## src/rtl/fila_decodifica_instrucao_if.sv

```systemverilog
// Handshake and decoded-field bundle between fetch, the decode FIFO and its consumer.
// With ILEGAL_DETECT_EN defined the bundle also carries the Ilegal flag.
interface fila_decodifica_instrucao_if #(
  parameter int DEPTH     = 4,
  parameter int IMM_WIDTH = 32
) ();
  localparam int OW = $clog2(DEPTH) + 1;

  logic                 in_valid;
  logic                 in_ready;
  logic [31:0]          instrucao;
  logic                 out_valid;
  logic                 out_ready;
  logic [5:0]           Op_code;
  logic [4:0]           Register_rs;
  logic [4:0]           Register_rt;
  logic [4:0]           Register_rd;
  logic [4:0]           Shamt;
  logic [5:0]           Funct;
  logic [15:0]          Endereco;
  logic [IMM_WIDTH-1:0] Imediato_ext;
  logic [25:0]          Alvo_salto;
  logic [1:0]           Tipo;
  logic [OW-1:0]        ocupacao;
`ifdef ILEGAL_DETECT_EN
  logic                 Ilegal;
`endif

  modport slave (
    input  in_valid, instrucao, out_ready,
    output in_ready, out_valid, Op_code, Register_rs, Register_rt, Register_rd,
           Shamt, Funct, Endereco, Imediato_ext, Alvo_salto, Tipo, ocupacao
`ifdef ILEGAL_DETECT_EN
    , output Ilegal
`endif
  );

  modport master (
    output in_valid, instrucao, out_ready,
    input  in_ready, out_valid, Op_code, Register_rs, Register_rt, Register_rd,
           Shamt, Funct, Endereco, Imediato_ext, Alvo_salto, Tipo, ocupacao
`ifdef ILEGAL_DETECT_EN
    , input Ilegal
`endif
  );
endinterface

```

## src/rtl/fila_decodifica_instrucao.sv

```systemverilog
// DEPTH-entry instruction FIFO that decodes its head entry into MIPS R/I/J fields.
// Optional: define ILEGAL_DETECT_EN to flag unsupported opcodes/functs (Tipo forced to 11).
module fila_decodifica_instrucao #(
  parameter int DEPTH     = 4,
  parameter int IMM_WIDTH = 32
) (
  input  logic                       clock,
  input  logic                       reset,
  input  logic                       flush,
  fila_decodifica_instrucao_if.slave bus
);
  localparam int AW = $clog2(DEPTH);

  logic [31:0] mem [DEPTH];
  logic [AW-1:0] rd_ptr, wr_ptr;
  logic [AW:0]   count;
  logic          push, pop, full, empty;

  assign full  = (count == (AW+1)'(DEPTH));
  assign empty = (count == '0);
  assign push  = bus.in_valid && !full;
  assign pop   = !empty && bus.out_ready;

  always_ff @(posedge clock or posedge reset) begin
    if (reset) begin
      rd_ptr <= '0;
      wr_ptr <= '0;
      count  <= '0;
      for (int i = 0; i < DEPTH; i++) mem[i] <= '0;
    end else if (flush) begin
      rd_ptr <= '0;
      wr_ptr <= '0;
      count  <= '0;
    end else begin
      if (push) begin
        mem[wr_ptr] <= bus.instrucao;
        wr_ptr      <= wr_ptr + AW'(1);
      end
      if (pop) rd_ptr <= rd_ptr + AW'(1);
      if (push && !pop)      count <= count + (AW+1)'(1);
      else if (pop && !push) count <= count - (AW+1)'(1);
    end
  end

  assign bus.in_ready  = !full;
  assign bus.out_valid = !empty;
  assign bus.ocupacao  = count;

  logic [31:0]          head;
  logic [5:0]           op;
  logic                 zext;
  logic                 sign_bit;
  logic [IMM_WIDTH-1:0] imm_ext;
  logic [1:0]           tipo_raw;

  assign head     = mem[rd_ptr];
  assign op       = head[31:26];
  assign zext     = (op == 6'h0C) || (op == 6'h0D) || (op == 6'h0E);
  assign sign_bit = head[15] & ~zext;

  generate
    if (IMM_WIDTH == 16) begin : g_imm16
      assign imm_ext = head[15:0];
    end else begin : g_immw
      assign imm_ext = {{(IMM_WIDTH-16){sign_bit}}, head[15:0]};
    end
  endgenerate

`ifdef ILEGAL_DETECT_EN
  logic ilegal_raw;

  always_comb begin
    ilegal_raw = 1'b0;
    case (op)
      6'h00: begin
        case (head[5:0])
          6'h00, 6'h02, 6'h08, 6'h20, 6'h22, 6'h24, 6'h25, 6'h2A: ilegal_raw = 1'b0;
          default: ilegal_raw = 1'b1;
        endcase
      end
      6'h02, 6'h03, 6'h04, 6'h05, 6'h08, 6'h09, 6'h0A,
      6'h0C, 6'h0D, 6'h0E, 6'h0F, 6'h23, 6'h2B: ilegal_raw = 1'b0;
      default: ilegal_raw = 1'b1;
    endcase
  end
`endif

  always_comb begin
    tipo_raw = 2'b01;
    if (op == 6'h00)                      tipo_raw = 2'b00;
    else if (op == 6'h02 || op == 6'h03)  tipo_raw = 2'b10;
`ifdef ILEGAL_DETECT_EN
    if (ilegal_raw) tipo_raw = 2'b11;
`endif
  end

  // Fields are gated with out_valid so an empty FIFO never shows stale storage.
  always_comb begin
    bus.Op_code      = '0;
    bus.Register_rs  = '0;
    bus.Register_rt  = '0;
    bus.Register_rd  = '0;
    bus.Shamt        = '0;
    bus.Funct        = '0;
    bus.Endereco     = '0;
    bus.Imediato_ext = '0;
    bus.Alvo_salto   = '0;
    bus.Tipo         = '0;
`ifdef ILEGAL_DETECT_EN
    bus.Ilegal       = 1'b0;
`endif
    if (!empty) begin
      bus.Op_code      = op;
      bus.Register_rs  = head[25:21];
      bus.Register_rt  = head[20:16];
      bus.Register_rd  = head[15:11];
      bus.Shamt        = head[10:6];
      bus.Funct        = head[5:0];
      bus.Endereco     = head[15:0];
      bus.Imediato_ext = imm_ext;
      bus.Alvo_salto   = head[25:0];
      bus.Tipo         = tipo_raw;
`ifdef ILEGAL_DETECT_EN
      bus.Ilegal       = ilegal_raw;
`endif
    end
  end
endmodule

```

## src/flat_wrapper.sv

```systemverilog
// flat-port wrapper written by rule: the top's interface ports become plain ports
module fila_decodifica_instrucao_flat 
#(
  parameter int DEPTH     = 4,
  parameter int IMM_WIDTH = 32
)
  (clock, reset, flush, bus_in_valid, bus_instrucao, bus_out_ready, bus_in_ready, bus_out_valid, bus_Op_code, bus_Register_rs, bus_Register_rt, bus_Register_rd, bus_Shamt, bus_Funct, bus_Endereco, bus_Imediato_ext, bus_Alvo_salto, bus_Tipo, bus_ocupacao);
  fila_decodifica_instrucao_if #(.DEPTH(DEPTH), .IMM_WIDTH(IMM_WIDTH)) bus_i ();
  input  logic clock;
  input  logic reset;
  input  logic flush;
  input wire logic [$bits(bus_i.in_valid)-1:0] bus_in_valid;
  input wire logic [$bits(bus_i.instrucao)-1:0] bus_instrucao;
  input wire logic [$bits(bus_i.out_ready)-1:0] bus_out_ready;
  output wire logic [$bits(bus_i.in_ready)-1:0] bus_in_ready;
  output wire logic [$bits(bus_i.out_valid)-1:0] bus_out_valid;
  output wire logic [$bits(bus_i.Op_code)-1:0] bus_Op_code;
  output wire logic [$bits(bus_i.Register_rs)-1:0] bus_Register_rs;
  output wire logic [$bits(bus_i.Register_rt)-1:0] bus_Register_rt;
  output wire logic [$bits(bus_i.Register_rd)-1:0] bus_Register_rd;
  output wire logic [$bits(bus_i.Shamt)-1:0] bus_Shamt;
  output wire logic [$bits(bus_i.Funct)-1:0] bus_Funct;
  output wire logic [$bits(bus_i.Endereco)-1:0] bus_Endereco;
  output wire logic [$bits(bus_i.Imediato_ext)-1:0] bus_Imediato_ext;
  output wire logic [$bits(bus_i.Alvo_salto)-1:0] bus_Alvo_salto;
  output wire logic [$bits(bus_i.Tipo)-1:0] bus_Tipo;
  output wire logic [$bits(bus_i.ocupacao)-1:0] bus_ocupacao;
  assign bus_i.in_valid = bus_in_valid;
  assign bus_i.instrucao = bus_instrucao;
  assign bus_i.out_ready = bus_out_ready;
  assign bus_in_ready = bus_i.in_ready;
  assign bus_out_valid = bus_i.out_valid;
  assign bus_Op_code = bus_i.Op_code;
  assign bus_Register_rs = bus_i.Register_rs;
  assign bus_Register_rt = bus_i.Register_rt;
  assign bus_Register_rd = bus_i.Register_rd;
  assign bus_Shamt = bus_i.Shamt;
  assign bus_Funct = bus_i.Funct;
  assign bus_Endereco = bus_i.Endereco;
  assign bus_Imediato_ext = bus_i.Imediato_ext;
  assign bus_Alvo_salto = bus_i.Alvo_salto;
  assign bus_Tipo = bus_i.Tipo;
  assign bus_ocupacao = bus_i.ocupacao;
  fila_decodifica_instrucao #(.DEPTH(DEPTH), .IMM_WIDTH(IMM_WIDTH)) u_core (.clock(clock), .reset(reset), .flush(flush), .bus(bus_i));
endmodule
```

## config.mk

```make
export PLATFORM = sky130hd
export DESIGN_NAME = fila_decodifica_instrucao_flat
export DESIGN_NICKNAME = d
export VERILOG_FILES = /design/src/rtl/fila_decodifica_instrucao_if.sv /design/src/rtl/fila_decodifica_instrucao.sv /design/src/flat_wrapper.sv
export SDC_FILE = /design/constraint.sdc
export NUM_CORES = 1
export LEC_CHECK = 0
export ABC_AREA = 1
export BUFFER_PORTS_ARGS = -buffer_cell sky130_fd_sc_hd__buf_2
export CELL_PAD_IN_SITES_DETAIL_PLACEMENT = 1
export CELL_PAD_IN_SITES_GLOBAL_PLACEMENT = 2
export CORE_MARGIN = 4
export CORE_UTILIZATION = 29
export CTS_CLUSTER_DIAMETER = 30
export DETAILED_ROUTE_END_ITERATION = 16
export PLACE_DENSITY = 0.81
export SYNTH_ARGS = -nofsm -noshare
export SYNTH_HDL_FRONTEND = slang
export SYNTH_SLANG_ARGS = --single-unit
```

## constraint.sdc

```tcl
create_clock -name clock -period 4.2 [get_ports clock]
set_clock_uncertainty 0.05 [all_clocks]
set_input_delay 0.42 -clock clock [delete_from_list [all_inputs] [get_ports clock]]
set_output_delay 0.42 -clock clock [all_outputs]
set_load 0.03 [all_outputs]
```

# Word level (Yosys, flattened, before mapping)
# Index checks and enable logic that the tools add are counted.
[word_totals]
inputBits = 37
register_bits = 135
elab_cells = 68
output_inout_bits = 113
[classes]
n_reduce_logical = 18
bitwise = 5
n_mux = 25
n_lt_le_gt_ge = 3
eq_ne = 6
n_addsub = 4
[ops]
columns = ["cell", "count"]
rows = [
  ["128-bit bitwise mux", 1],
  ["32-bit 2-to-1 mux", 4],
  ["32-bit binary-select mux with 2-bit select", 1],
  ["32-bit demux with 2-bit select", 1],
  ["26-bit 2-to-1 mux", 1],
  ["5-bit 2-to-1 mux", 4],
  ["6-bit by 4-bit == test with 1-bit output, second input constant", 3],
  ["16-bit 2-to-1 mux", 1],
  ["2-bit 2-to-1 mux", 7],
  ["6-bit by 2-bit == test with 1-bit output, second input constant", 2],
  ["6-bit 2-to-1 mux", 2],
  ["3-bit 2-to-1 mux", 3],
  ["3-bit greater-or-equal comparator, second input constant", 2],
  ["6-bit zero test", 1],
  ["2-bit NOT with 3-bit output", 2],
  ["1-bit logical AND", 5],
  ["2-bit by 1-bit adder with 2-bit output, second input constant", 2],
  ["1-bit zero test", 4],
  ["2-bit nonzero test", 2],
  ["3-bit by 1-bit adder with 3-bit output, second input constant", 1],
  ["3-bit == test, second input constant", 1],
  ["3-bit zero test", 1],
  ["1-bit logical OR", 3],
  ["3-bit by 1-bit less-than comparator with 1-bit output, second input constant", 1],
  ["other kinds (5)", 6],
]

# Longest topological paths before layout
# Gate-level depths: netlist of run 1.
[logic_depth]
depth_word = 10
ltp_mapped = 12
depth_no_buf = 12

# Worst setup path before layout of run 1
# No wires, ideal clock.
[synth_timing]
path_type = "register to output"
start = "register u_core.count[2], in the netlist u_core.bus.ocupacao[2]"
end = "output port bus_Imediato_ext[17]"
path_buffers = 1
t_required_ns = 3.730
setup_slack_ns = 1.186
arrival_ns = 2.544
stages_incl_launch_ff = 8
cell_sequence = "dfrtp_1 -> inv_1 -> nand2_2 -> clkinv_1 -> a21oi_1 -> nand2_1 -> inv_1 -> buf_4"
[synth_between]
elab_chain_len = 2
[synth_lines]
columns = ["item", "line_no", "text"]
rows = [
  ["from (decl)", "fila_decodifica_instrucao.sv:16", "logic [AW:0] count;"],
  ["from (signal assigned)", "fila_decodifica_instrucao.sv:40", "if (push && !pop) count <= count + (AW+1)'(1);"],
  ["from (signal assigned)", "fila_decodifica_instrucao.sv:41", "else if (pop && !push) count <= count - (AW+1)'(1);"],
  ["3-bit zero test", "fila_decodifica_instrucao.sv:20", "assign empty = (count == '0);"],
  ["32-bit 2-to-1 mux", "fila_decodifica_instrucao.sv:112", "if (!empty) begin"],
  ["to (decl)", "flat_wrapper.sv:24", "output wire logic [$bits(bus_i.Imediato_ext)-1:0] bus_Imediato_ext;"],
]
# No other way between the ends.

# Worst setup path after layout of run 1
[layout_timing]
start = "register u_core.rd_ptr[0]"
end = "output port bus_Register_rs[4]"
[layout_between]
elab_chain_len = 5
[layout_lines]
columns = ["item", "line_no", "text"]
rows = [
  ["from (decl)", "fila_decodifica_instrucao.sv:15", "logic [AW-1:0] rd_ptr, wr_ptr;"],
  ["from (signal assigned)", "fila_decodifica_instrucao.sv:39", "if (pop) rd_ptr <= rd_ptr + AW'(1);"],
  ["2-bit NOT with 3-bit output (implied by the code)", "fila_decodifica_instrucao.sv:56", "assign head = mem[rd_ptr];"],
  ["32-bit binary-select mux with 2-bit select", "fila_decodifica_instrucao.sv:56", ""],
  ["32-bit 2-to-1 mux (implied by the code) (2 in series)", "fila_decodifica_instrucao.sv:56", ""],
  ["5-bit 2-to-1 mux", "fila_decodifica_instrucao.sv:112", ""],
  ["to (decl)", "flat_wrapper.sv:18", "output wire logic [$bits(bus_i.Register_rs)-1:0] bus_Register_rs;"],
]
# No other way between the ends. The select of a mux whose other input is x is not followed.

==> flow_summary.yaml, run 1 <==
routing:
  wl_mm: 18.6
  first_pass_iters: 4
  vias: 5553
  routed_via_density: 4.49
  drt_iter0_drc: 247
  post-route-drc-count: 0
  detail_route.wl_per_cell_um: 15.0
  antenna_left: 0
clock_network:
  cts_buffer_depth: 2
  cts_setup_buffers: 0
  cts_tree: "yes"
  insertion_delay_ps: 420
  cts_made_buffers: 17
  htreeDepth: 4
  post_cts_resize_count: 0
  cts_sinks: 135
  root_buffer: "clkbuf_16"
  ctsHoldBuffers: 0
  clk_pin_slew_worst_paths_ps: 60
logic_synthesis:
  syn_inst: 851
  yosysUniqueCellTypes: 24
  avgSynthCellArea_um2: 8.28
  ys_warn_count: 0
  syn-num-nets: 893
  syn-cell-area_um2: 7040
  ys_seq_area_frac: 0.480
  ys_seq_elements: 135
setup_path:
  reg2reg_depth: 11
  path_max_fanout: 34
  crit_path_end_kind: "output pin"
  path_class: "reg2out"
  start_kind: "flop"
  rr_startpoint: "u_core.bus.ocupacao[1]"
  rr_endpoint: "u_core.bus.ocupacao[2]"
  reg2reg_slack_ps: 2170
  worst_ep_required_time_ps: 3730
  crit_arrival_ps: 2700
flow_run:
  timing.max_cap.violations: 0
sta:
  worst_pin_slew_ps: 871
  maxSlewViolCount: 0
  setup_viol: 0
  finalWorstSetupSlack_ps: 1030
  rsz0062_at_grt: "no"
  slew_headroom: 0.419
  timing.final.crit_period_ps: 3170
  hold_violations: 0
  fin_crit_sh: 0.754
  setup_tns_ps: 0
  clock.fmax_mhz: 316
power:
  ir_drop_uv: 363
  finalPower_mw: 7.93
  leakage_nw: 4.09
  power_density_nw_per_um2: 999
global_routing:
  first_global_vias: 5660
  grt_pass1_wl_mm: 30.2
  grt_usage: 0.143
  grt-ovfl-total: 0
  grt_max_degree: 93
  antenna_found_initial: 0
placed_design:
  dp_hpwl_mm: 11.7
  io_buffer_count: 149
  place_area_um2: 7310
  dp_slack_ps: 1440
  place_congestion: 0.710
cells_and_area:
  final_nets: 947
  n_antenna_cell: 0
  fin_util: 0.335
  syn2layout_area_growth_pct: 12.6
  stdcell_area_um2: 7930
  drive_above_1_share: 0.241
floorplanning:
  die_w_um: 164
  coreArea_um2: 23700
  chipHeight_um: 164
  die_area_um2: 26800
  std_cell_rows: 56
  io_pins: 150
  start_util: 0.297
outcome:
  status: "finished clean"
min_path:
  hold_class: "in2async"
## cell usage after synthesis
cell type / count / area (um2)
a21oi_1: 30 / 150
buf_2: 12 / 60.1
buf_4: 76 / 571
buf_6: 24 / 270
clkbuf_1: 9 / 33.8
clkinv_1: 1 / 3.75
dfrtp_1: 135 / 3380
fa_1: 1 / 20.0
ha_1: 4 / 50.1
inv_1: 55 / 206
inv_2: 1 / 3.75
nand2_1: 174 / 653
nand2_2: 2 / 12.5
nand2_4: 6 / 67.6
nand3_1: 15 / 75.1
nand4_1: 3 / 18.8
nor2_1: 114 / 428
nor2_2: 1 / 6.26
nor2_8: 1 / 20.0
nor3_1: 1 / 5.00
o21ai_0: 55 / 275
o21ai_1: 110 / 551
o21ai_2: 20 / 175
xnor2_1: 1 / 8.76
## how the worst max path moves through the flow
stage                          start  cells past startpoint  slack, ps                     end
floorplan                      reset                      1        120  u_core.bus.ocupacao[0]
finish              u_core.rd_ptr[0]                      5       1030      bus_Register_rs[4]
detailed placement  u_core.rd_ptr[0]                      5       1440    bus_Imediato_ext[13]
global placement    u_core.rd_ptr[0]                      5       1470      bus_Alvo_salto[13]
global route        u_core.rd_ptr[0]                     10        680    bus_Imediato_ext[17]
CTS                 u_core.rd_ptr[0]                      5        960      bus_Register_rs[4]
## critical path, stage by stage (launching register included)
cell	delay, ps
dfrtp_2	570
inv_2	480
buf_4	420
o21ai_0	180
a21oi_1	330
buf_2	270
## sequential cells by signal (all words and copies together) (netlist names)
signal and count:
u_core.wr_ptr 2, u_core.bus.ocupacao 3, u_core.rd_ptr 2, u_core.mem 128
## per-stage QoR
| stage | hold slack [ps] | instances |
|---|---|---|
| global placement | 409 | 1205 |
| CTS | 173 | 1237 |
| detailed placement | 414 | 1205 |
| global route | 212 | 1237 |
| finish | 126 | 1237 |
| floorplan | 400 | 851 |
## cells in the final DEF, fill, tap and decap left out, types with 5 or more instances in the layout
master and n:
clkbuf_16 17, nor2_1 114, a21oi_1 30, nand2_1 174, nand2_4 6, clkinv_2 6, nand3_1 15, inv_1 53
clkbuf_8 5, dfrtp_1 133, o21ai_1 110, buf_2 149, o21ai_2 20, o21ai_0 55, buf_4 7
## cell type report
| cell class | instances | area, um2 |
|---|---|---|
| Clock buffer | 23 | 498 |
| Multi-Input combinational cell | 538 | 2520 |
| Fill cell | 2903 | 15800 |
| Tap cell | 319 | 399 |
| Sequential cell | 135 | 3380 |
| Inverter | 57 | 219 |
| Timing Repair Buffer | 156 | 798 |
| Clock inverter | 9 | 120 |
## cells by family (layout without fill, tap and decap cells)
family / count (synthesis) / count (layout) / synth area share
and+or+nand+nor: 317 / 317 / 0.183
AOI/OAI and AO/OA: 215 / 215 / 0.163
buffers and inverters: 178 / 245 / 0.163
DFF: 135 / 135 / 0.480
adders and majority gates: 5 / 5 / 0.00995
xor gates and xnor gates: 1 / 1 / 0.00124
## metal layers
layer  global-route usage  wire length (um)
met1                0.184              8430
met4               0.0454               272
met2                0.241              9140
met3               0.0296               716
met5                    0                 0
## power by group
group          total, mW  switching (mW)  internal [mW]
sequential          2.24           0.345           1.89
clock               1.56           0.555           1.01
combinational       4.13            3.00           1.12
total               7.93            3.90           4.02
Power figures use the tool's default switching activity.
==> run 2, diff against run 1 <==
Clock period 4.2 ns to 2.5 ns, I/O delays scaled along.
==> flow_summary.yaml, run 2 (synthesis results as in run 1) <==
global_routing:
  grt_usage: 0.148
  grt_max_degree: 75
  antenna_found_initial: 0
  grt_pass1_wl_mm: 31.3
  first_global_vias: 5803
  grt-ovfl-total: 0
power:
  power_density_nw_per_um2: 1670
  ir_drop_uv: 660
  seqPwrFrac: 0.272
  finalPower_mw: 13.8
  switchingPower_mw: 6.80
  switching_share: 0.493
  p_int_mw: 7.00
  leakage_nw: 4.20
  combPwrFrac: 0.550
  power.clock.fraction: 0.179
routing:
  post-route-drc-count: 0
  first_pass_iters: 4
  antenna_left: 0
  wl_mm: 19.8
  detail_route.wl_per_cell_um: 15.8
  drt_iter0_drc: 316
  vias: 5672
  routed_via_density: 4.52
setup_path:
  cp_common_cell: "nand2_1"
  crit_arrival_ps: 2090
  cp_slowest_stage_delay_ps: 480
  worst-path-buf-inv: 4
  path_class: "reg2out"
  cp_top_family: "simple AND/OR/NAND/NOR gates"
  path_max_fanout: 17
  start_kind: "flop"
  crit_path_end_kind: "output pin"
  worst_ep_required_time_ps: 2200
  worst_path_max_delay_cell: "dfrtp_2"
  path_cells: "buf_12, nand2_1, nand3_1, nand2_1, nand2_1, inv_1, nand3_1, nand2_2, clkinvlp_4, buf_2"
floorplanning:
  coreArea_um2: 23700
  die_area_um2: 26800
  die_w_um: 164
  start_util: 0.297
  std_cell_rows: 56
  io_pins: 150
  chipHeight_um: 164
placed_design:
  dp_hpwl_mm: 12.6
  place_congestion: 0.706
  io_buffer_count: 149
  dpl.cell_count: 1216
clock_network:
  cts_buffer_depth: 2
  clk_pin_slew_worst_paths_ps: 50
  cts_sinks: 135
  root_buffer: "clkbuf_16"
  htreeDepth: 4
  insertion_delay_ps: 420
  cts_tree: "yes"
  cts_made_buffers: 17
cells_and_area:
  fin_util: 0.349
  drive_above_1_share: 0.267
  final_common_cell: "nand2_1"
  final_cell_mix: "172 x nand2_1, 148 x buf_2, 131 x dfrtp_1, 114 x nor2_1, 110 x o21ai_1"
  largest_reg_flops: 128
  n_antenna_cell: 0
  syn2layout_area_growth_pct: 17.3
  top_register: "u_core.mem"
  final_nets: 967
  finalNonFillerCells: 1255
sta:
  hold_violations: 0
  clock.fmax_mhz: 418
  slew_headroom: 0.714
  holdWs_ps: 70.4
  maxSlewViolCount: 0
  fin_crit_sh: 0.956
  timing.final.crit_period_ps: 2390
  worst_pin_slew_ps: 429
  rsz0062_at_grt: "yes"
  setup_viol: 0
outcome:
  status: "finished clean"
min_path:
  hold_class: "in2reg"
flow_run:
  timing.max_cap.violations: 0
-- run 2: metrics by stage --
step	setup WS [ps]	cell area (um2)	TNS, ps
after global placement	411	7490	0
after detailed placement	385	7490	0
after floorplan	-5.39	7050	-64.6
after CTS	6.19	8130	0
final	109	8260	0
after global routing	-19.2	8260	-138
-- run 2: power by group through the flow --
| stage | Combinational, mW | Clock [mW] | Sequential, mW |
|---|---|---|---|
| 3_5_place_dp | 7.29 | 0 | 3.76 |
| 2_1_floorplan | 6.36 | 0 | 3.64 |
| 4_1_cts | 7.40 | 2.53 | 3.74 |
| 5_1_grt | 8.30 | 2.61 | 3.88 |
| 6_report | 7.59 | 2.47 | 3.75 |
| 3_3_place_gp | 7.16 | 0 | 3.72 |
-- run 2: worst reg2reg max path, stage by stage, from the launching register on --
cell	delay [ps]
dfrtp_2	440
inv_1	70
nand2_2	120
nand2_2	90
nand2_1	190
inv_1	80
fa_1	390
xnor2_1	190
inv_1	60
nand2_1	60
nand2_1	50
nand3_1	60
nand2_1	50
-- run 2: worst paths after layout --
kind / end / slack [ps] / cells after the start / start
min reg2reg: u_core.mem[9] / 430 / 2 / u_core.mem[9]
max: bus_Imediato_ext[19] / 110 / 10 / u_core.rd_ptr[0]
max in group asynchronous: u_core.rd_ptr[1] / 1560 / 4 / reset
max reg2reg: u_core.bus.ocupacao[2] / 490 / 12 / u_core.bus.ocupacao[2]
min in group asynchronous: u_core.mem[119] / 440 / 4 / reset
min: u_core.rd_ptr[0] / 70 / 2 / flush
-- run 2: per-layer routing --
layer	up-vias	GRT usage	share of wire
met5	-	0	0
met4	0	0.0400	0.014
met3	20	0.0269	0.031
met2	98	0.244	0.48
met1	2755	0.199	0.47
li1	2799	-	-
-- run 2: layout make-up --
type,instances,area [um2]
Sequential cell,135,3380
Clock buffer,22,474
Clock inverter,8,98.8
Multi-Input combinational cell,538,2550
Timing Repair inverter,1,7.51
Tap cell,319,399
Timing Repair Buffer,175,1120
Fill cell,2904,15400
Inverter,57,233
-- run 2: what timing repair did --
action	in CTS	in global routing
hold buffers	1	0
endpoints found under the setup margin	38	40
gates cloned	2	2
hold endpoints to repair	135	0
gates resized for setup	5	16
buffers inserted	0	4
pin swaps	0	1
